**src/rtl/image_pkg.sv**
```systemverilog
// Shared definitions for the image fetch path: FSM encoding, pixel geometry
// and the image-index wrap helper used by the advance timer.
package image_pkg;

  localparam int BYTES_PER_PIXEL = 3;
  localparam int ADDR_W          = 20;

  typedef logic [ADDR_W-1:0] addr_t;

  localparam logic [2:0] ST_IDLE   = 3'd0;
  localparam logic [2:0] ST_ADDR_R = 3'd1;
  localparam logic [2:0] ST_ADDR_G = 3'd2;
  localparam logic [2:0] ST_ADDR_B = 3'd3;
  localparam logic [2:0] ST_CAP_B  = 3'd4;

  function automatic logic [1:0] next_index(input logic [1:0] idx, input int num);
    return (int'(idx) >= num - 1) ? 2'd0 : idx + 2'd1;
  endfunction

endpackage

```
**src/rtl/image_advance_timer.sv**
```systemverilog
// Pending image index: advanced by a manual request or after a dwell of N frames
// in auto mode. Exposes the index including this cycle's advance.
module image_advance_timer
  import image_pkg::*;
#(
  parameter int p_NUM_IMAGES   = 3,
  parameter int p_DWELL_FRAMES = 300
) (
  input  logic       i_CLK,
  input  logic       i_RESET,
  input  logic       i_FRAME_START,
  input  logic       i_NEXT,
  input  logic       i_AUTO_EN,
  output logic [1:0] o_PENDING_NEXT
);

  localparam int c_CNT_W = $clog2(p_DWELL_FRAMES) + 1;
  localparam logic [c_CNT_W-1:0] c_LAST = c_CNT_W'(p_DWELL_FRAMES - 1);

  logic [c_CNT_W-1:0] r_dwell_cnt;
  logic [1:0]         r_pending;
  logic               w_auto_adv;
  logic               w_advance;

  assign w_auto_adv = i_AUTO_EN && i_FRAME_START && (r_dwell_cnt == c_LAST);
  // A manual request and an auto advance in the same cycle count as one step.
  assign w_advance      = i_NEXT || w_auto_adv;
  assign o_PENDING_NEXT = w_advance ? next_index(r_pending, p_NUM_IMAGES) : r_pending;

  // NOTE: sequential state uses non-blocking (<=) so every flop samples pre-edge values.
  always_ff @(posedge i_CLK or posedge i_RESET) begin
    if (i_RESET) begin
      r_pending   <= 2'd0;
      r_dwell_cnt <= '0;
    end else begin
      r_pending <= o_PENDING_NEXT;
      if (w_advance) begin
        r_dwell_cnt <= '0;
      end else if (i_AUTO_EN && i_FRAME_START) begin
        r_dwell_cnt <= r_dwell_cnt + 1'b1;
      end
    end
  end

endmodule

```
**src/rtl/image_fetch_sequencer.sv**
```systemverilog
// Fetches one RGB pixel as three sequential byte reads from the selected image
// and switches the displayed image only at frame boundaries.
module image_fetch_sequencer
  import image_pkg::*;
#(
  parameter int p_RESOLUTION   = 640 * 480,
  parameter int p_NUM_IMAGES   = 3,
  parameter int p_DWELL_FRAMES = 300
) (
  input  logic              i_CLK,
  input  logic              i_RESET,
  input  logic              i_FRAME_START,
  input  logic              i_PIXEL_REQ,
  input  logic              i_NEXT,
  input  logic              i_AUTO_EN,
  input  logic [7:0]        i_BYTE_DATA,
  output logic [1:0]        o_IMAGE_SELECT,
  output logic              o_RD_EN,
  output logic [ADDR_W-1:0] o_BYTE_ADDR,
  output logic [23:0]       o_RGB,
  output logic              o_RGB_VALID,
  output logic              o_UNDERRUN
);

  localparam addr_t c_WRAP = addr_t'(p_RESOLUTION * BYTES_PER_PIXEL);
  localparam addr_t c_STEP = addr_t'(BYTES_PER_PIXEL);

  logic [2:0] r_state;
  logic [2:0] w_state_next;
  addr_t      r_base;
  addr_t      w_base_step;
  logic [7:0] r_red;
  logic [7:0] r_green;
  logic [1:0] w_pending_next;

  image_advance_timer #(
    .p_NUM_IMAGES  (p_NUM_IMAGES),
    .p_DWELL_FRAMES(p_DWELL_FRAMES)
  ) u_advance_timer (
    .i_CLK         (i_CLK),
    .i_RESET       (i_RESET),
    .i_FRAME_START (i_FRAME_START),
    .i_NEXT        (i_NEXT),
    .i_AUTO_EN     (i_AUTO_EN),
    .o_PENDING_NEXT(w_pending_next)
  );

  assign w_base_step = r_base + c_STEP;

  // NOTE: every combinational output gets a default first so no latch is inferred.
  always_comb begin
    w_state_next = r_state;
    if (i_FRAME_START && (r_state != ST_IDLE)) begin
      w_state_next = ST_IDLE;
    end else begin
      case (r_state)
        ST_IDLE:   if (i_PIXEL_REQ) w_state_next = ST_ADDR_R;
        ST_ADDR_R: w_state_next = ST_ADDR_G;
        ST_ADDR_G: w_state_next = ST_ADDR_B;
        ST_ADDR_B: w_state_next = ST_CAP_B;
        default:   w_state_next = ST_IDLE;
      endcase
    end
  end

  always_comb begin
    o_RD_EN     = 1'b0;
    o_BYTE_ADDR = '0;
    case (r_state)
      ST_ADDR_R: begin o_RD_EN = 1'b1; o_BYTE_ADDR = r_base;              end
      ST_ADDR_G: begin o_RD_EN = 1'b1; o_BYTE_ADDR = r_base + addr_t'(1); end
      ST_ADDR_B: begin o_RD_EN = 1'b1; o_BYTE_ADDR = r_base + addr_t'(2); end
      default: ;
    endcase
  end

  always_ff @(posedge i_CLK or posedge i_RESET) begin
    if (i_RESET) begin
      r_state        <= ST_IDLE;
      r_base         <= '0;
      r_red          <= 8'd0;
      r_green        <= 8'd0;
      o_RGB          <= 24'd0;
      o_RGB_VALID    <= 1'b0;
      o_UNDERRUN     <= 1'b0;
      o_IMAGE_SELECT <= 2'd0;
    end else begin
      r_state     <= w_state_next;
      o_RGB_VALID <= 1'b0;
      if (i_PIXEL_REQ && (r_state != ST_IDLE)) o_UNDERRUN <= 1'b1;
      // A frame start aborts any fetch in flight: nothing is captured.
      if (i_FRAME_START) begin
        o_IMAGE_SELECT <= w_pending_next;
        r_base         <= '0;
      end else begin
        case (r_state)
          ST_ADDR_G: r_red   <= i_BYTE_DATA;
          ST_ADDR_B: r_green <= i_BYTE_DATA;
          ST_CAP_B: begin
            o_RGB       <= {r_red, r_green, i_BYTE_DATA};
            o_RGB_VALID <= 1'b1;
            r_base      <= (w_base_step == c_WRAP) ? '0 : w_base_step;
          end
          default: ;
        endcase
      end
    end
  end

endmodule

```
**config.mk**
```make
export PLATFORM = sky130hd
export DESIGN_NAME = image_fetch_sequencer
export DESIGN_NICKNAME = d
export VERILOG_FILES = /design/src/rtl/image_pkg.sv /design/src/rtl/image_advance_timer.sv /design/src/rtl/image_fetch_sequencer.sv
export SDC_FILE = /design/constraint.sdc
export NUM_CORES = 1
export LEC_CHECK = 0
export BUFFER_PORTS_ARGS = -buffer_cell sky130_fd_sc_hd__buf_2
export CORE_UTILIZATION = 40
export DETAILED_ROUTE_END_ITERATION = 8
export SYNTH_ARGS = -nofsm -noshare
export SYNTH_HDL_FRONTEND = slang
export SYNTH_SLANG_ARGS = --single-unit
export TNS_END_PERCENT = 50
```
**constraint.sdc**
```tcl
create_clock -name i_CLK -period 6.15 [get_ports i_CLK]
set_clock_uncertainty 0.1 [all_clocks]
set_input_delay 0.9225 -clock i_CLK [delete_from_list [all_inputs] [get_ports i_CLK]]
set_output_delay 0.9225 -clock i_CLK [all_outputs]
set_load 0.01 [all_outputs]
```
==> results of run 1 <==
-- power groups by stage --
stage          logic (mW)  registers (mW)  clock network [mW]
3_5_place_dp        0.415           0.780                   0
2_1_floorplan       0.297           0.749                   0
5_1_grt             0.460           0.794               0.551
6_report            0.410           0.771               0.518
4_1_cts             0.417           0.771               0.534
3_3_place_gp        0.407           0.771                   0
-- cell type report --
| type | count | area, um^2 |
|---|---|---|
| fillers | 1099 | 6080 |
| inverters | 13 | 50.0 |
| well taps | 143 | 179 |
| repair buffers | 65 | 333 |
| clock buffers | 9 | 225 |
| multi-input cells | 361 | 2460 |
| flip-flops and latches | 79 | 1980 |
| clock inverters | 7 | 65.1 |
-- per-stage QoR --
| stage | area [um^2] | utilization [%] | total power [mW] |
|---|---|---|---|
| 2_1_floorplan | 4670 | - | 1.05 |
| 3_3_place_gp | 4990 | 43.9 | 1.18 |
| 3_5_place_dp | 4990 | 43.9 | 1.19 |
| 4_1_cts | 5290 | 46.5 | 1.72 |
| 5_1_grt | 5290 | 46.5 | 1.81 |
| 6_report | 5290 | 46.5 | 1.70 |
-- cell families after synthesis --
kind of cell,after synthesis,synth area share [%]
AO/OA/AOI/OAI,89,12.4
XOR/XNOR,24,4.50
adder cells (fa/ha/maj),6,1.61
buffers and inverters,52,5.07
flip-flops,79,42.4
multiplexers,50,12.0
AND/OR/NAND/NOR,192,22.1
-- metal layers --
layer  global-route usage (%)  part of all wire [%]  up-vias
met4                     9.24                   2.7        0
met1                     26.4                    46     1915
met5                        0                     0        -
met3                     3.94                   4.6       22
met2                     31.9                    47       90
li1                         -                     -     1843
-- worst max-delay path, cell delays in order, from the launching register on --
cell and delay, ns:
dfrtp_1 1.03, nand2b_1 0.23, or2_2 0.36, o22ai_1 0.32, o21ai_0 0.15, o31ai_1 0.12, buf_2 0.20
-- worst paths after layout --
path	to	slack, ns	depth (start not counted)
max reg2reg	r_base[18]	2.53	9
max	o_BYTE_ADDR[16]	2.38	6
min reg2reg	o_UNDERRUN	0.37	1
min	o_UNDERRUN	0.37	1
max in group asynchronous	r_base[8]	4.51	3
min in group asynchronous	u_advance_timer.r_dwell_cnt[0]	0.80	3
-- Yosys cell counts (4+ instances only) --
cell type,number
dfrtp_1,79
nor2_1,49
mux2_2,46
nand2_1,38
clkbuf_1,23
o21ai_0,23
a21oi_1,21
nor3_1,18
xor2_1,16
nand3_1,15
inv_1,13
nand4_1,12
or3_1,10
nand2b_1,8
xnor2_1,8
buf_2,6
ha_1,6
o31ai_1,6
nor3b_1,5
o21ai_1,5
a31oi_1,4
and3_1,4
buf_1,4
mux2i_1,4
nand3b_1,4
nor4_1,4
or2_2,4
-- flip-flops by register name (all words and copies together) (netlist names) --
name	count
o_IMAGE_SELECT	2
o_RGB	24
o_RGB_VALID	1
o_UNDERRUN	1
r_base	20
r_green	8
r_red	8
r_state	3
u_advance_timer.r_dwell_cnt	10
u_advance_timer.r_pending	2
==> impl_results.md, run 1 <==
* Netlist cell types at 63
* Sequential area share after synthesis at 42.4%
* Max_slew headroom at 31.3%
* Vias per inst at 5.72
* Crit path from: r_state[1]
* Min-delay worst type: flip-flop to flip-flop
* Post-detail-place hpwl at 7.55 mm
* Final hold vios at 0
* GRT Overall Usage at 20.1%
* Setup WS post-layout at 2.38 ns
* Unrepaired setup endpoints after global routing: no
* Syn nets at 512
* GPL Wtd Cong at 0.886
* Largest net degree at the start of global routing at 80
* Area of the mapped netlist at 0.00467 mm^2
* Die height at 110 um
* H-tree lvl count at 3
* Setup Crit Path Kind: flip-flop to output port
* Worst hold margin at 0.367 ns
* Comb pwr share at 24.1%
* Placed cells at 661
* Post-DRT Antenna Nets at 0
* Setup_tns at 0 ns
* Post-synth top area cell: dfrtp_1
* Worst setup EP type: output port
* DR DRC count at 0
* Commonest non-fill, non-tap cells in the layout: dfrtp_1, buf_2, nor2_1, mux2_2, nand2_1
* Tmin final at 3.77 ns
* Post-Layout Cell Count at 677
* Clock power frac at 30.5%
* Wire per inst at 16.6 um
* Port Buffer Count at 62
* Vias in the first global route at 3700
* Worst skew pair latency at 0.34 ns
* Drt first pass iters at 4
* Max-cap check violation count at 0
* Setup crit start kind: flip-flop
* WL final at 11.2 mm
* NumNets Final at 549
* First-pass GRT wire length at 18.7 mm
* Starting Density at 41.0%
* Area contributors post-synth: dfrtp_1, mux2_2, nor2_1
* Required @ worst endpoint at 5.13 ns
* Post-synth top flop: dfrtp_1
* Worst VDD drop at 0.000222 V
* CTS hold repair buffers at 0
* Switching power at 551 uW
* #FFs+latches synth at 79
* Yosys top cell area share at 42.4%
* Sw frac at 32.4%
* Number of synthesized flops with an enable pin at 0
* Clock sinks at 79
* Tightest Pin Transition at 1.03 ns
* HP Start: o_UNDERRUN
* Maximum clock path buffer count at 2
* Sequential Power Share at 45.4%
* Internal at 1.15 mW
* Static leakage at 2.32 nW
* # diodes at 0
* Via count at 3870
* Yosys warning total at 0
* FFs w/ async S/R, synth at 100%
* Post-CTS sizing at 0
* Finish-stage setup viols at 0
* Gate Count Post-Synth at 492
* Crit Reg-Reg Startpoint: r_base[0]
* Period utilization at 61.4%
* Site Rows at 39
* CP max FO at 34
* Initial antenna violation count at 0
* Slew Viols, Final at 0
* IO Pins at 63
* Total CTS buffers at 9
* WP data arrival at 2.75 ns
* Share of cells above drive strength 1 at 27.2%
* Die W at 110 um
* Post-Place Worst Slack at 2.60 ns
* Status: finished, final reports clean
* Root Driver: clkbuf_16
* Commonest non-fill, non-tap cell in the layout: dfrtp_1
* GRT Residual Overflow at 0
* Post-CTS setup buffers at 0
* Syn-to-layout area delta at 13.2%
* Initial DRC count at 265
* Core area at 0.0114 mm^2
* Die ar. at 0.0121 mm^2
* Syn_area_per_cell at 9.49 um^2
* Max Clock Freq at 265 MHz
* CTS tree: yes
* Power Density at 321 mW/mm^2
* Reg clk slew, reported paths at 0.07 ns
(Power assumes the default switching activity.)
==> run 2: changes to the inputs <==
==> constraint.sdc (replaced) <==
create_clock -name i_CLK -period 3.2 [get_ports i_CLK]
set_clock_uncertainty 0.1 [all_clocks]
set_input_delay 0.48 -clock i_CLK [delete_from_list [all_inputs] [get_ports i_CLK]]
set_output_delay 0.48 -clock i_CLK [all_outputs]
set_load 0.01 [all_outputs]
==> run 2 against run 1 <==
Net effect:
- combinational power up 120%
- wire length up 1.6%
- largest power group unchanged
- largest cell class unchanged
- clock power up 82%
==> impl_results.md, run 2 (synthesized netlist as in run 1, its figures left out) <==
* Setup_tns at 0 ns (unchanged)
* Initial antenna violation count at 0 (unchanged)
* Setup WS post-layout at 0.171 ns (was 2.38 ns)
* DR DRC count at 0 (unchanged)
* Most used cell, CP: o21ai_0
* Worst hold margin at 0.117 ns (was 0.367 ns)
* Power Density at 598 mW/mm^2 (was 321 mW/mm^2)
* Largest regs: o_RGB: 24 flops, r_base: 20 flops, u_advance_timer.r_dwell_cnt: 10 flops (unchanged)
* Max_slew headroom at 42.6% (was 31.3%)
* Commonest non-fill, non-tap cells in the layout: dfrtp_1, buf_2, nor2_1, mux2_2, nand2_1 (unchanged)
* Vias per inst at 5.68 (was 5.72)
* Max Clock Freq at 330 MHz
* Wire per inst at 16.4 um (was 16.6 um)
* Worst setup EP type: output port (unchanged)
* Share of cells above drive strength 1 at 29.8% (was 27.2%)
* Placed cells at 680 (was 661)
* Final core occ at 47.7% (was 46.5%)
* R2R cell count at 10 (was 9)
* Unrepaired setup endpoints after global routing: no (unchanged)
* CP peak stage delay at 0.51 ns (was 1.03 ns)
* Initial DRC count at 203 (was 265)
* Largest register by flop count: o_RGB (unchanged)
* Post-detail-place hpwl at 8.24 mm (was 7.55 mm)
* Worst skew pair latency at 0.33 ns (was 0.34 ns)
* Core area at 0.0114 mm^2 (unchanged)
* Total CTS buffers at 9 (unchanged)
* GRT Overall Usage at 19.8% (was 20.1%)
* H-tree lvl count at 3 (unchanged)
* # diodes at 0 (unchanged)
* Period utilization at 94.7%
* Die ar. at 0.0121 mm^2 (unchanged)
* CP max FO at 7 (was 34)
* Post-Place Worst Slack at 0.239 ns (was 2.60 ns)
* Starting Density at 41.0% (unchanged)
* Static leakage at 2.43 nW (was 2.32 nW)
* Crit Reg-Reg Startpoint: r_base[1] (was r_base[0])
* Tmin final at 3.03 ns
* First-pass GRT wire length at 18.2 mm (was 18.7 mm)
* Via count at 3952 (was 3870)
* Post-DRT Antenna Nets at 0 (unchanged)
* Final hold vios at 0 (unchanged)
* Commonest non-fill, non-tap cell in the layout: dfrtp_1 (unchanged)
* WP data arrival at 2.45 ns (was 2.75 ns)
* CTS tree: yes (unchanged)
* Tightest Pin Transition at 0.857 ns (was 1.03 ns)
* Port Buffer Count at 62 (unchanged)
* Max FFs per register at 24 (unchanged)
* Max-cap check violation count at 0 (unchanged)
* Worst VDD drop at 0.000439 V (was 0.000222 V)
* Root Driver: clkbuf_16 (unchanged)
* GRT Residual Overflow at 0 (unchanged)
* DP Area at 0.00514 mm^2 (was 0.00499 mm^2)
* Reg clk slew, reported paths at 0.06 ns (was 0.07 ns)
* Post-Layout Cell Count at 696 (was 677)
* Min-delay worst type: input pin to asynchronous set/reset pin (was flip-flop to flip-flop)
* IO Pins at 63 (unchanged)
* Site Rows at 39 (unchanged)
* Status: finished, final reports clean (unchanged)
* GPL Wtd Cong at 0.878 (was 0.886)
* Pwr Total at 3.25 mW (was 1.70 mW)
* Worst-path cell chain: and4_1, and3_1, nand3_1, nor4_4, a21boi_0, o21ai_0, o21ai_0, buf_2 (was nand2b_1, or2_2, o22ai_1, o21ai_0, o31ai_1, buf_2)
* Syn-to-layout area delta at 16.3% (was 13.2%)
* FF-to-FF End: r_base[18] (unchanged)
* Drt first pass iters at 5 (was 4)
* Finish-stage setup viols at 0 (unchanged)
* WL final at 11.4 mm (was 11.2 mm)
* Required @ worst endpoint at 2.62 ns (was 5.13 ns)
* CTS hold repair buffers at 0 (unchanged)
* Setup Crit Path Kind: flip-flop to output port (unchanged)
* Die height at 110 um (unchanged)
* Clock sinks at 79 (unchanged)
* Setup crit start kind: flip-flop (unchanged)
* Non-Filler Cell Area, Final at 0.00543 mm^2 (was 0.00529 mm^2)
* Largest net degree at the start of global routing at 39 (was 80)
* NumNets Final at 568 (was 549)
* Slowest CP cell: dfrtp_1 (unchanged)
* Slew Viols, Final at 0 (unchanged)
* Die W at 110 um (unchanged)
* Worst setup path end: o_BYTE_ADDR[18] (was o_BYTE_ADDR[16])
* Post-CTS setup buffers at 0 (unchanged)
* Vias in the first global route at 3598 (was 3700)
* Crit path from: r_base[9] (was r_state[1])
* Reg2reg setup slack at 0.21 ns (was 2.53 ns)
* Maximum clock path buffer count at 2 (unchanged)
==> run 2: critical path: cells and delay by family (launching register included) <==
family	cells	cell delay [ns]
flip-flops	1	0.51
AND/OR/NAND/NOR	4	1.08
buffers and inverters	1	0.15
AO/OA/AOI/OAI	3	0.39
==> run 2: worst min path at each step <==
| stage | start | end | slack (ns) |
|---|---|---|---|
| 2_1_floorplan | r_red[0] | r_red[0] | 0.37 |
| 3_3_place_gp | o_UNDERRUN | o_UNDERRUN | 0.35 |
| 3_5_place_dp | o_UNDERRUN | o_UNDERRUN | 0.36 |
| 4_1_cts | i_RESET | o_RGB[20] | 0.14 |
| 5_1_grt | i_RESET | o_RGB[20] | 0.17 |
| 6_report | i_RESET | o_RGB[20] | 0.12 |
==> run 2: cell type report <==
type                    instances  area [um^2]
fillers                      1118         5940
inverters                      13         50.0
clock buffers                  10          229
clock inverters                 6         43.8
repair buffers                 84          475
well taps                     143          179
multi-input cells             361         2470
flip-flops and latches         79         1980
==> run 2: repair_timing <==
action	CTS	global route
endpoints found under the hold margin	0	0
endpoints found under the setup margin	1	1
resized for setup	1	2
==> run 2: layer usage <==
layer	GRT usage [%]	vias up	part of all wire [%]
met2	32.9	119	48
met3	3.47	19	4.4
li1	-	1881	-
met4	9.33	0	2.5
met1	25.1	1933	45
met5	0	-	0
==> run 2: power breakdown <==
group	switching (mW)	leakage, nW	internal, mW	total (mW)
clock network	0.412	0.133	0.529	0.941
logic	0.477	1.25	0.426	0.903
registers	0.145	1.04	1.26	1.40
==> run 3: changes to the inputs <==
--- a/config.mk
+++ b/config.mk
@@ -6,7 +6,8 @@
 export NUM_CORES = 1
 export LEC_CHECK = 0
 export BUFFER_PORTS_ARGS = -buffer_cell sky130_fd_sc_hd__buf_2
-export CORE_UTILIZATION = 40
+export CORE_ASPECT_RATIO = 1.25
+export CORE_UTILIZATION = 30
 export DETAILED_ROUTE_END_ITERATION = 8
 export SYNTH_ARGS = -nofsm -noshare
 export SYNTH_HDL_FRONTEND = slang
==> run 3 against run 2 <==
Net effect:
- clock power increased by 18%
- maximum frequency rose by 0.35%
- worst setup slack better by 0.011 ns
- first-iteration DRC count fell by 11%
- core utilization decreased by 11 points
- wire length up 4.1%
- sequential cell count is the same
- register-to-register slack hardly changed
- critical endpoint unchanged
- highest routed layer unchanged
==> impl_results.md, run 3 (synthesized netlist as in run 1, its figures left out) <==
* Status: finished, final reports clean (unchanged)
* Met3 Track Usage GR at 3.25% (was 3.47%)
* WP data arrival at 2.44 ns (was 2.45 ns)
* Die W at 114 um (was 110 um)
* Vias in the first global route at 3969 (was 3598)
* Syn-to-layout area delta at 19.3% (was 16.3%)
* # diodes at 0 (unchanged)
* DR DRC count at 0 (unchanged)
* Unrepaired setup endpoints after global routing: no (unchanged)
* Wire per inst at 15.7 um (was 16.4 um)
* CP max FO at 9 (was 7)
* Final core occ at 36.9% (was 47.7%)
* CTS tree: yes (unchanged)
* Commonest non-fill, non-tap cells in the layout: dfrtp_1, buf_2, nor2_1, mux2_2, nand2_1 (unchanged)
* Required @ worst endpoint at 2.62 ns (about the same)
* Die ar. at 0.0161 mm^2 (was 0.0121 mm^2)
* WL final at 11.9 mm (was 11.4 mm)
* Multi-input logic area at 0.00247 mm^2 (about the same)
* Post-Layout Cell Count at 760 (was 696)
* NumNets Final at 567 (was 568)
* Worst hold margin at 0.131 ns (was 0.117 ns)
* Setup WS post-layout at 0.182 ns (was 0.171 ns)
* Die height at 141 um (was 110 um)
* First-pass GRT wire length at 20.1 mm (was 18.2 mm)
* Reg clk slew, reported paths at 0.06 ns (about the same)
* DP Area at 0.00522 mm^2 (was 0.00514 mm^2)
* Worst skew pair latency at 0.34 ns (was 0.33 ns)
* Static leakage at 2.44 nW (was 2.43 nW)
* Initial antenna violation count at 0 (unchanged)
* Vias per inst at 5.15 (was 5.68)
* Starting Density at 31.0% (was 41.0%)
* Largest net degree at the start of global routing at 43 (was 39)
* Grt met2 use at 26.2% (was 32.9%)
* Initial DRC count at 181 (was 203)
* Period utilization at 94.3% (was 94.7%)
* Worst setup EP type: output port (unchanged)
* Via count at 3914 (was 3952)
* Slew Viols, Final at 0 (unchanged)
* Site Rows at 50 (was 39)
* Largest regs: o_RGB: 24 flops, r_base: 20 flops, u_advance_timer.r_dwell_cnt: 10 flops (unchanged)
* Post-DRT Antenna Nets at 0 (unchanged)
* IO Pins at 63 (unchanged)
* Largest register by flop count: o_RGB (unchanged)
* CTS hold repair buffers at 0 (unchanged)
* Setup Crit Path Kind: flip-flop to output port (unchanged)
* Met1 Use GR at 19.6% (was 25.1%)
* Max-cap check violation count at 0 (unchanged)
* GRT Residual Overflow at 0 (unchanged)
* Max_slew headroom at 51.7% (was 42.6%)
* FF/Latch Area at 0.00198 mm^2 (about the same)
* Worst VDD drop at 0.000442 V (was 0.000439 V)
* Tightest Pin Transition at 0.723 ns (was 0.857 ns)
* Fill count at 1531 (was 1118)
* Drt first pass iters at 5 (unchanged)
* Power Density at 618 mW/mm^2 (was 598 mW/mm^2)
* Finish-stage setup viols at 0 (unchanged)
* GRT Overall Usage at 15.9% (was 19.8%)
* Setup crit start kind: flip-flop (unchanged)
* Setup_tns at 0 ns (unchanged)
* Pwr Total at 3.44 mW (was 3.25 mW)
* Tmin final at 3.02 ns (was 3.03 ns)
* Placed cells at 744 (was 680)
* Final hold vios at 0 (unchanged)
* Max Clock Freq at 331 MHz (was 330 MHz)
* Min-delay worst type: input pin to asynchronous set/reset pin (unchanged)
* Clock sinks at 79 (unchanged)
* Non-Filler Cell Area, Final at 0.00557 mm^2 (was 0.00543 mm^2)
* Core area at 0.0151 mm^2 (was 0.0114 mm^2)
* GPL Wtd Cong at 0.861 (was 0.878)
* H-tree lvl count at 3 (unchanged)
* Root Driver: clkbuf_16 (unchanged)
* Post-Place Worst Slack at 0.258 ns (was 0.239 ns)
* Commonest non-fill, non-tap cell in the layout: dfrtp_1 (unchanged)
* R2R cell count at 10 (unchanged)
* Post-detail-place hpwl at 8.63 mm (was 8.24 mm)
* GRT busiest layer: met2 (unchanged)
* Total CTS buffers at 9 (unchanged)
* Port Buffer Count at 62 (unchanged)
* Max FFs per register at 24 (unchanged)
* Maximum clock path buffer count at 2 (unchanged)
* Share of cells above drive strength 1 at 30.3% (was 29.8%)
==> run 3: repair_timing <==
| item | CTS | global route |
|---|---|---|
| setup buffers | 0 | 0 |
| cloned | 0 | 0 |
| hold endpoints to repair | 0 | 0 |
| gates resized for setup | 2 | 4 |
| setup endpoints to repair | 1 | 3 |
==> run 3: layout make-up <==
type,instances,share of cell area (%)
multi-input combinational,361,44.4
sequential,79,35.6
timing repair buffer,83,8.63
tap,208,4.67
clock buffer,10,4.11
clock inverter,6,1.69
inverter,13,0.899
==> run 3: power by group <==
group | switching, mW | internal, mW | total [mW]
Combinational | 0.488 | 0.435 | 0.923
Clock | 0.422 | 0.689 | 1.11
Sequential | 0.149 | 1.26 | 1.41
Total | 1.06 | 2.38 | 3.44
==> run 3: metal layers <==
layer	vias up	share of wire [%]
met5	-	0
met4	0	3.0
met3	23	5.7
met2	107	47
met1	1903	44
li1	1881	-
==> run 3: worst paths after layout <==
path / from / to / slack, ns
min reg2reg: o_UNDERRUN / o_UNDERRUN / 0.37
min in group i_CLK: i_PIXEL_REQ / o_UNDERRUN / 0.29
max reg2reg: r_base[0] / r_base[18] / 0.22
max: r_base[10] / o_BYTE_ADDR[18] / 0.18
min: i_RESET / o_RGB[14] / 0.13
max in group asynchronous: i_RESET / r_base[10] / 2.19
==> run 3: critical path: stages (launching register included) <==
cell and delay, ns:
dfrtp_2 0.47, and4_1 0.25, and3_2 0.25, nand3_1 0.18
nor4_4 0.31, a21boi_0 0.13, o21ai_0 0.16, o21ai_0 0.17
buf_2 0.19
